==> src/rtl/regbank_mwr.sv <==
// regbank_mwr -- multi-write / multi-read architectural register bank with a
// tagged valid scoreboard.
//
// Storage is a live-value-table arrangement: each write port owns one simple
// dual-port RAM copy per read port (one write, one registered read), and a
// per-register LVT remembers which write port delivered the latest value.
// A writeback is only accepted when its tag matches the register's current
// expected producer tag, so late writebacks from squashed/re-allocated
// producers are silently dropped.
//
// Ports:
//   clk, reset          clock, synchronous active-high reset
//   write_en/addr/data/tag  [WRITE_PORTS] writeback buses
//   alloc_en/addr/tag   destination allocation from issue
//   read_addr           [READ_PORTS] read addresses, sampled at the edge
//   read_data           [READ_PORTS] read results, one cycle after address
//   register_valid      per-register "final value present" bit
//   reg_tag_out         per-register expected producer tag
module regbank_mwr #(
    parameter int DWIDTH      = 32,
    parameter int AWIDTH      = 5,
    parameter int READ_PORTS  = 2,
    parameter int WRITE_PORTS = 2,
    parameter int TWIDTH      = 4
) (
    input  logic                                      clk,
    input  logic                                      reset,
    input  logic [WRITE_PORTS-1:0]                    write_en,
    input  logic [WRITE_PORTS-1:0][AWIDTH-1:0]        write_addr,
    input  logic [WRITE_PORTS-1:0][DWIDTH-1:0]        write_data,
    input  logic [WRITE_PORTS-1:0][TWIDTH-1:0]        write_tag,
    input  logic                                      alloc_en,
    input  logic [AWIDTH-1:0]                         alloc_addr,
    input  logic [TWIDTH-1:0]                         alloc_tag,
    input  logic [READ_PORTS-1:0][AWIDTH-1:0]         read_addr,
    output logic [READ_PORTS-1:0][DWIDTH-1:0]         read_data,
    output logic [2**AWIDTH-1:0]                      register_valid,
    output logic [2**AWIDTH-1:0][TWIDTH-1:0]          reg_tag_out
);

    localparam int NREG = 2**AWIDTH;
    localparam int PW   = (WRITE_PORTS > 1) ? $clog2(WRITE_PORTS) : 1;

    genvar gi, gj;

    // ------------------------------------------------------------------
    // Write acceptance: enabled, not x0, and tag matches the pre-edge tag.
    // ------------------------------------------------------------------
    logic [WRITE_PORTS-1:0] accept;

    generate
        for (gi = 0; gi < WRITE_PORTS; gi++) begin : g_accept
            assign accept[gi] = write_en[gi]
                             && (write_addr[gi] != '0)
                             && (write_tag[gi] == reg_tag_out[write_addr[gi]]);
        end
    endgenerate

    // ------------------------------------------------------------------
    // Scoreboard: one valid bit and tag per register; x0 is constant.
    // Allocation is applied after the writeback so it wins when both hit
    // the same register in the same cycle.
    // ------------------------------------------------------------------
    generate
        for (gi = 0; gi < NREG; gi++) begin : g_sb
            if (gi == 0) begin : g_zero
                assign register_valid[gi] = 1'b1;
                assign reg_tag_out[gi]    = '0;
            end else begin : g_reg
                logic              valid_reg;
                logic [TWIDTH-1:0] tag_reg;
                logic              write_hit;

                always_comb begin
                    write_hit = 1'b0;
                    for (int p = 0; p < WRITE_PORTS; p++) begin
                        if (accept[p] && (write_addr[p] == AWIDTH'(gi))) begin
                            write_hit = 1'b1;
                        end
                    end
                end

                always_ff @(posedge clk) begin
                    if (reset) begin
                        valid_reg <= 1'b1;
                        tag_reg   <= '0;
                    end else begin
                        if (write_hit) begin
                            valid_reg <= 1'b1;
                        end
                        if (alloc_en && (alloc_addr == AWIDTH'(gi))) begin
                            valid_reg <= 1'b0;
                            tag_reg   <= alloc_tag;
                        end
                    end
                end

                assign register_valid[gi] = valid_reg;
                assign reg_tag_out[gi]    = tag_reg;
            end
        end
    endgenerate

    // ------------------------------------------------------------------
    // Live value table: ascending loop so the highest accepted port wins
    // a same-address conflict. Not reset; it is only meaningful for
    // registers that have been written.
    // ------------------------------------------------------------------
    logic [PW-1:0] lvt_reg [NREG];

    always_ff @(posedge clk) begin
        for (int p = 0; p < WRITE_PORTS; p++) begin
            if (accept[p]) begin
                lvt_reg[write_addr[p]] <= PW'(p);
            end
        end
    end

    // ------------------------------------------------------------------
    // RAM banks: one copy per (write port, read port) pair, each a plain
    // single-write / registered-read array. Storage is never reset.
    // ------------------------------------------------------------------
    logic [DWIDTH-1:0] bank_q [WRITE_PORTS][READ_PORTS];

    generate
        for (gi = 0; gi < WRITE_PORTS; gi++) begin : g_wbank
            for (gj = 0; gj < READ_PORTS; gj++) begin : g_rbank
                logic [DWIDTH-1:0] mem [NREG];
                logic [DWIDTH-1:0] q_reg;

                always_ff @(posedge clk) begin
                    if (accept[gi]) begin
                        mem[write_addr[gi]] <= write_data[gi];
                    end
                    q_reg <= mem[read_addr[gj]];
                end

                assign bank_q[gi][gj] = q_reg;
            end
        end
    endgenerate

    // ------------------------------------------------------------------
    // Read ports: the bank read is read-before-write, so a same-cycle
    // accepted write is captured separately as a bypass value. The x0
    // check uses the registered address; reset forces the zero path so
    // read_data reads 0 after reset.
    // ------------------------------------------------------------------
    generate
        for (gj = 0; gj < READ_PORTS; gj++) begin : g_rd
            logic              byp_hit_next;
            logic [DWIDTH-1:0] byp_data_next;
            logic              byp_hit_reg;
            logic [DWIDTH-1:0] byp_data_reg;
            logic              zero_reg;
            logic [PW-1:0]     sel_reg;

            always_comb begin
                byp_hit_next  = 1'b0;
                byp_data_next = '0;
                for (int p = 0; p < WRITE_PORTS; p++) begin
                    if (accept[p] && (write_addr[p] == read_addr[gj])) begin
                        byp_hit_next  = 1'b1;
                        byp_data_next = write_data[p];
                    end
                end
            end

            always_ff @(posedge clk) begin
                if (reset) begin
                    zero_reg    <= 1'b1;
                    byp_hit_reg <= 1'b0;
                end else begin
                    zero_reg    <= (read_addr[gj] == '0);
                    byp_hit_reg <= byp_hit_next;
                end
                byp_data_reg <= byp_data_next;
                sel_reg      <= lvt_reg[read_addr[gj]];
            end

            assign read_data[gj] = zero_reg    ? '0 :
                                   byp_hit_reg ? byp_data_reg :
                                                 bank_q[sel_reg][gj];
        end
    endgenerate

endmodule

==> config.mk <==
export PLATFORM = sky130hd
export DESIGN_NAME = regbank_mwr
export DESIGN_NICKNAME = d
export VERILOG_FILES = /design/src/rtl/regbank_mwr.sv
export SDC_FILE = /design/constraint.sdc
export NUM_CORES = 2
export LEC_CHECK = 0
export BUFFER_PORTS_ARGS = -buffer_cell sky130_fd_sc_hd__buf_2
export CAP_MARGIN = 20
export CORE_MARGIN = 2
export CORE_UTILIZATION = 43
export CTS_CLUSTER_DIAMETER = 30
export DETAILED_ROUTE_END_ITERATION = 8
export SLEW_MARGIN = 10
export SYNTH_ARGS = -nofsm -noshare
export SYNTH_HDL_FRONTEND = slang
export SYNTH_MEMORY_MAX_BITS = 65536
export SYNTH_SLANG_ARGS = --single-unit
==> constraint.sdc <==
create_clock -name clk -period 7.7 [get_ports clk]
set_input_delay 0 -clock clk [delete_from_list [all_inputs] [get_ports clk]]
set_output_delay 0 -clock clk [all_outputs]
set_load 0.02 [all_outputs]
After elaboration in Yosys (flattened, before gate mapping)
Memories as Yosys holds them, arrays and structs flattened. A register that Yosys moved wholly into a read port is not among the register bits.
Index checks and enable logic that the tools add are counted.

word-level totals
  RAM bits = 4128
  bits in registers = 223
  word-level logic and storage cells = 464
  memories = 5

memories
  name                       depth  bits a word  rd ports  clocked after memory_dff  write ports  RTL line  text
  g_wbank[0].g_rbank[0].mem  32     32           1         1                         1            128       logic [DWIDTH-1:0] mem [NREG];
  g_wbank[0].g_rbank[1].mem  32     32           1         1                         1            128
  g_wbank[1].g_rbank[0].mem  32     32           1         1                         1            128
  g_wbank[1].g_rbank[1].mem  32     32           1         1                         1            128
  lvt_reg                    32     1            2         2                         2            109       logic [PW-1:0] lvt_reg [NREG];

cells by class
  reduce and logical (&&, ||, !) cells = 136
  bitwise gates (word level) = 2
  equality and inequality tests = 99
  multiplexer cells = 150
  order comparisons = 4

operators by type and width
  operator              number
  $mux W32              11
  $eq A5 B5 Y1 const B  48
  $mux W64              3
  $mux W1               132
  $eq A5 B4 Y1 const B  24
  $logic_and A1 B1 Y1   101
  $reduce_bool A2 Y1    31
  $eq A5 B3 Y1 const B  12
  $bmux W4 S5           2
  $eq A5 B2 Y1 const B  6
  $eq A5 B5 Y1          4
  $eq A5 B1 Y1 const B  3
  $lt A5 B6 Y1 const B  2
  $logic_not A5 Y1      2
  $reduce_bool A5 Y1    2
  $eq A4 B4 Y1          2
  $mux W4               2
  $ge A2 B2 Y1 const B  2
  $not A1 Y2            2

Longest topological paths before layout
  depth in word-level cells = 9
  mapped depth = 13

Worst setup path after synthesis
No wires, ideal clock.

  path kind = input-to-reg
  from = input port write_addr[7] in the netlist's numbering
  to = memory g_wbank[1].g_rbank[1].mem[14][0], enable pin
  path slack = 1781 ps
  path buffers = 4
  arrival time = 5402 ps
  stages = 10
  data required time = 7184 ps
  cell sequence = clkbuf_1 -> buf_2 -> buf_1 -> mux4_2 -> a22oi_1 -> o2bb2ai_1 -> xnor2_1 -> nand2b_1 -> clkbuf_1 -> nor4b_1

on the way
  longest elaborated chain between the ends = 6

ends and longest elaborated chain
  item                           RTL line  text
  from (decl)                    29        input logic [WRITE_PORTS-1:0][AWIDTH-1:0] write_addr,
  $bmux W4 S5                    55        && (write_tag[gi] == reg_tag_out[write_addr[gi]]);
  $mux W4 (not written as such)  55
  $eq A4 B4 Y1                   55
  $logic_and A1 B1 Y1            55
  $mux W1                        132       if (accept[gi]) begin
  $mux W1 (not written as such)  133       mem[write_addr[gi]] <= write_data[gi];
  to (decl)                      128

Parallel ways exist; a longest one is shown, timed or not. The select of a mux whose other input is x is not followed.

Worst setup path in the final report
  from = register g_sb[3].g_reg.tag_reg[1]
  to = memory g_wbank[1].g_rbank[1].mem[3][25], enable pin

on the way
  longest elaborated chain between the ends = 6

ends and longest elaborated chain
  item                           RTL line  text
  from (decl)                    71        logic [TWIDTH-1:0] tag_reg;
  from (signal assigned)         93        tag_reg <= alloc_tag;
  $bmux W4 S5                    55
  $mux W4 (not written as such)  55
  $eq A4 B4 Y1                   55
  $logic_and A1 B1 Y1            55
  $mux W1                        132
  $mux W1 (not written as such)  133

Every way passes these cells. The select of a mux whose other input is x is not followed.

==> results by group <==
Run status
  – Outcome: finished clean

Layout
  – Design area: 0.1345 mm²
  – Layout area overhead: 22.09%
  – Final core utilization: 52.89%
  – Fill cells: 19,690
  – Most frequent cells in the layout: edfxtp_1, mux4_2, clkbuf_16, dfxtp_1, buf_2
  – Max reg flops: 2,048
  – Non-filler cells in the finished layout: a little over 10,000
  – Layout cell share with drive strength beyond 1: 42.57%
  – NumNets Final: between 6,000 and 7,000
  – Most common cell after layout, fill and taps aside: edfxtp_1

Die
  – I/O pins: 330
  – Die Wd: 510.2 µm
  – Starting Density: between 40% and 50%
  – Die Y: 510.2 µm
  – Placeable Area: between 0.2 and 0.3 mm²
  – Die Footprint: between 0.2 and 0.3 mm²
  – Core Rows: 185

Logic synthesis
  – Dominant cell type by area after synthesis: edfxtp_1
  – Asr flop ratio synth: 0%
  – Share of the synthesized area in the top cell type: 55.81%
  – Synth cell types: 63
  – Seq cells post-synth: 2,433
  – Synth top area cells: edfxtp_1, mux4_2, dfxtp_1, mux2i_1, mux2_2
  – Synthesis Warnings: 0
  – Register area share after synthesis: 62.80%
  – Post-synth EDFFs: roughly 2,000
  – Syn_area_per_cell: 19.68 µm²
  – Cell count after synthesis: ~5,600
  – Synth Cell Area: 0.1102 mm²
  – Ys flop type: edfxtp_1

Worst setup path
  – R2r setup slk: roughly 2200 ps
  – Most frequent CP cell: buf_4
  – CP required: 8220 ps
  – Crit Path Category: flop to flop
  – CP bufs+invs: 5
  – R2R cell count: 12
  – Crit path max fanout: 33
  – Reg-to-Reg End: g_wbank[1].g_rbank[1].mem[3][25]
  – Max incr delay on CP: roughly 900 ps
  – Crit path arrival time: 5980 ps
  – Crit-path slowest cell: dlygate4sd3_1
  – CP Launch Type: flop
  – Crit path from: g_sb[3].g_reg.tag_reg[1]
  – Worst-path cell chain: mux2i_1, o32ai_1, a2111oi_0, a32oi_1, mux2i_4, buf_4, nor4b_4, dlygate4sd3_1, buf_4, nand2_1, inv_2, buf_4
  – Worst flop-to-flop path startpoint: g_sb[3].g_reg.tag_reg[1]
  – Setup crit end kind: flop
  – Top delay family on crit path: buffers and inverters

STA
  – Final worst setup slack: 2247 ps
  – Clock skew after layout: 52.00 ps
  – Final setup violation count: 0
  – Hold_ws: 80.36 ps
  – Peak Freq: about 180 MHz
  – Setup_tns: 0 ps
  – Number of hold violations in the final report: 0
  – Worst-margin pin slew: around 1200 ps
  – Slew Limit Fails: 0
  – Min Tclk post-route: 5453 ps
  – RSZ-0062 raised after global routing: false
  – Max-slew headroom: around 22%
  – Final period util: 70.82%

Global routing
  – Vias in the first global route: 65,740
  – Global-route wire length before repair: 514,300 µm
  – Overflow left after global routing: 0
  – GRT Util Overall: 28.38%
  – Largest net degree at the start of global routing: approximately 130
  – Initial antenna violation count: 38

Clock tree
  – Skew-Pair Late Insertion Delay: 930 ps
  – CTS Buf Count: 489
  – Clk slew on worst S/H paths: about 50 ps
  – Htree depth: 5
  – Max clock buf depth: 4
  – CTS root buf: clkbuf_16
  – Clock Sinks: about 2,400
  – CTS tree: yes
  – Post-CTS Setup Bufs: 0

Detailed routing
  – Drt pass-1 iters: 7
  – DRC: 0
  – Drt via density: 6.407
  – WL/cell: 36.76 µm
  – Via count: 64,610
  – Final ANT Viol Nets: 0
  – DRT iter0 DRCs: 8,191
  – Final WL: 370,700 µm

Run
  – Max Cap Violations: 0

Placement
  – Cells after DPL: about 9,000
  – Routability cong.: 0.9414
  – Detailed placer's ending HPWL: 225,300 µm
  – IO Port Bufs: 324
  – Post-DP Area: around 0.12 mm²
  – Place WS: 2359 ps

Hold path
  – Hold path startpoint: write_tag[4]
  – Hold EP: g_sb[4].g_reg.valid_reg
  – Hold WC Path Type: primary input to flop
  – Hold depth: 5

Pwr
  – Total power: 39.01 mW
  – Pleak: 44.65 nW
  – Power per Cell Area: approximately 290 mW/mm²
  – VDD IR max: 0.2091 mV
[power breakdown]
group / leakage [nW] / switching [mW] / internal [mW] / total, mW
combinational: 14.7 / 1.52 / 1.06 / 2.59
sequential: 21.6 / 0.157 / 14.5 / 14.6
clock: 8.29 / 7.12 / 14.7 / 21.8
total: 44.6 / 8.80 / 30.2 / 39.0
[layer usage]
| layer | share of wire, % | up-vias | GRT usage [%] | wire length, µm |
|---|---|---|---|---|
| li1 | - | 25260 | - | - |
| met3 | 8.9 | 701 | 5.595 | 33100 |
| met5 | 0.028 | - | 0 | 104 |
| met1 | 38 | 35000 | 38.48 | 142300 |
| met4 | 4.8 | 20 | 12.64 | 17680 |
| met2 | 48 | 3621 | 44.73 | 177500 |
[cell usage after synthesis (42+ instances only)]
library cell     n
edfxtp_1      2048
mux4_2        1335
dfxtp_1        385
nor2_1         305
clkbuf_1       304
mux2i_1        178
mux2_2         144
buf_1          124
a21oi_1        117
nand2_1         92
nand3_1         71
a22o_1          68
or3_1           42
[worst max path at each step]
stage / to / cells past startpoint
6_report: g_wbank[1].g_rbank[1].mem[3][25] / 12
5_1_grt: g_wbank[1].g_rbank[1].mem[3][25] / 12
4_1_cts: g_wbank[1].g_rbank[1].mem[9][31] / 12
3_5_place_dp: g_wbank[1].g_rbank[1].mem[9][28] / 13
3_3_place_gp: g_wbank[1].g_rbank[1].mem[11][14] / 13
2_1_floorplan: g_wbank[1].g_rbank[1].mem[14][0] / 10
[layout make-up]
type                       count  area, µm²  area share (%)
sequential                  2433      69220           51.45
multi-input combinational   2709      39450           29.33
clock buffer                 601      13270           9.862
timing repair buffer         577       4217           3.134
tap                         3366       4212           3.130
clock inverter               317       3939           2.928
antenna                       60      150.1          0.1116
inverter                      22      82.58         0.06138
[cell families (layout without fill, tap and decap cells)]
group	after synthesis	in the layout	synth area share [%]
XOR/XNOR	28	28	0.2225
multiplexers	1657	1657	30.37
buffers and inverters	523	1517	1.964
other	2	129	0.006815
AND/OR/NAND/NOR	650	650	2.743
flip-flops	2433	2433	62.80
AO/OA/AOI/OAI	305	305	1.885
[worst reg2reg max path, delay by kind of cell (launching register included)]
kind | cells | cell delay (ps)
buffers and inverters | 5 | 2690
AOI/OAI and AO/OA | 3 | 940
muxes | 2 | 580
and+or+nand+nor | 2 | 520
DFF | 1 | 330
[repair_timing]
item | in CTS | in global routing
endpoints found under the setup margin | 0 | 0
hold buffers | 110 | 0
resized for setup | 0 | 0
endpoints found under the hold margin | 2342 | 0
Note: power is estimated with default switching activity, not from simulation.
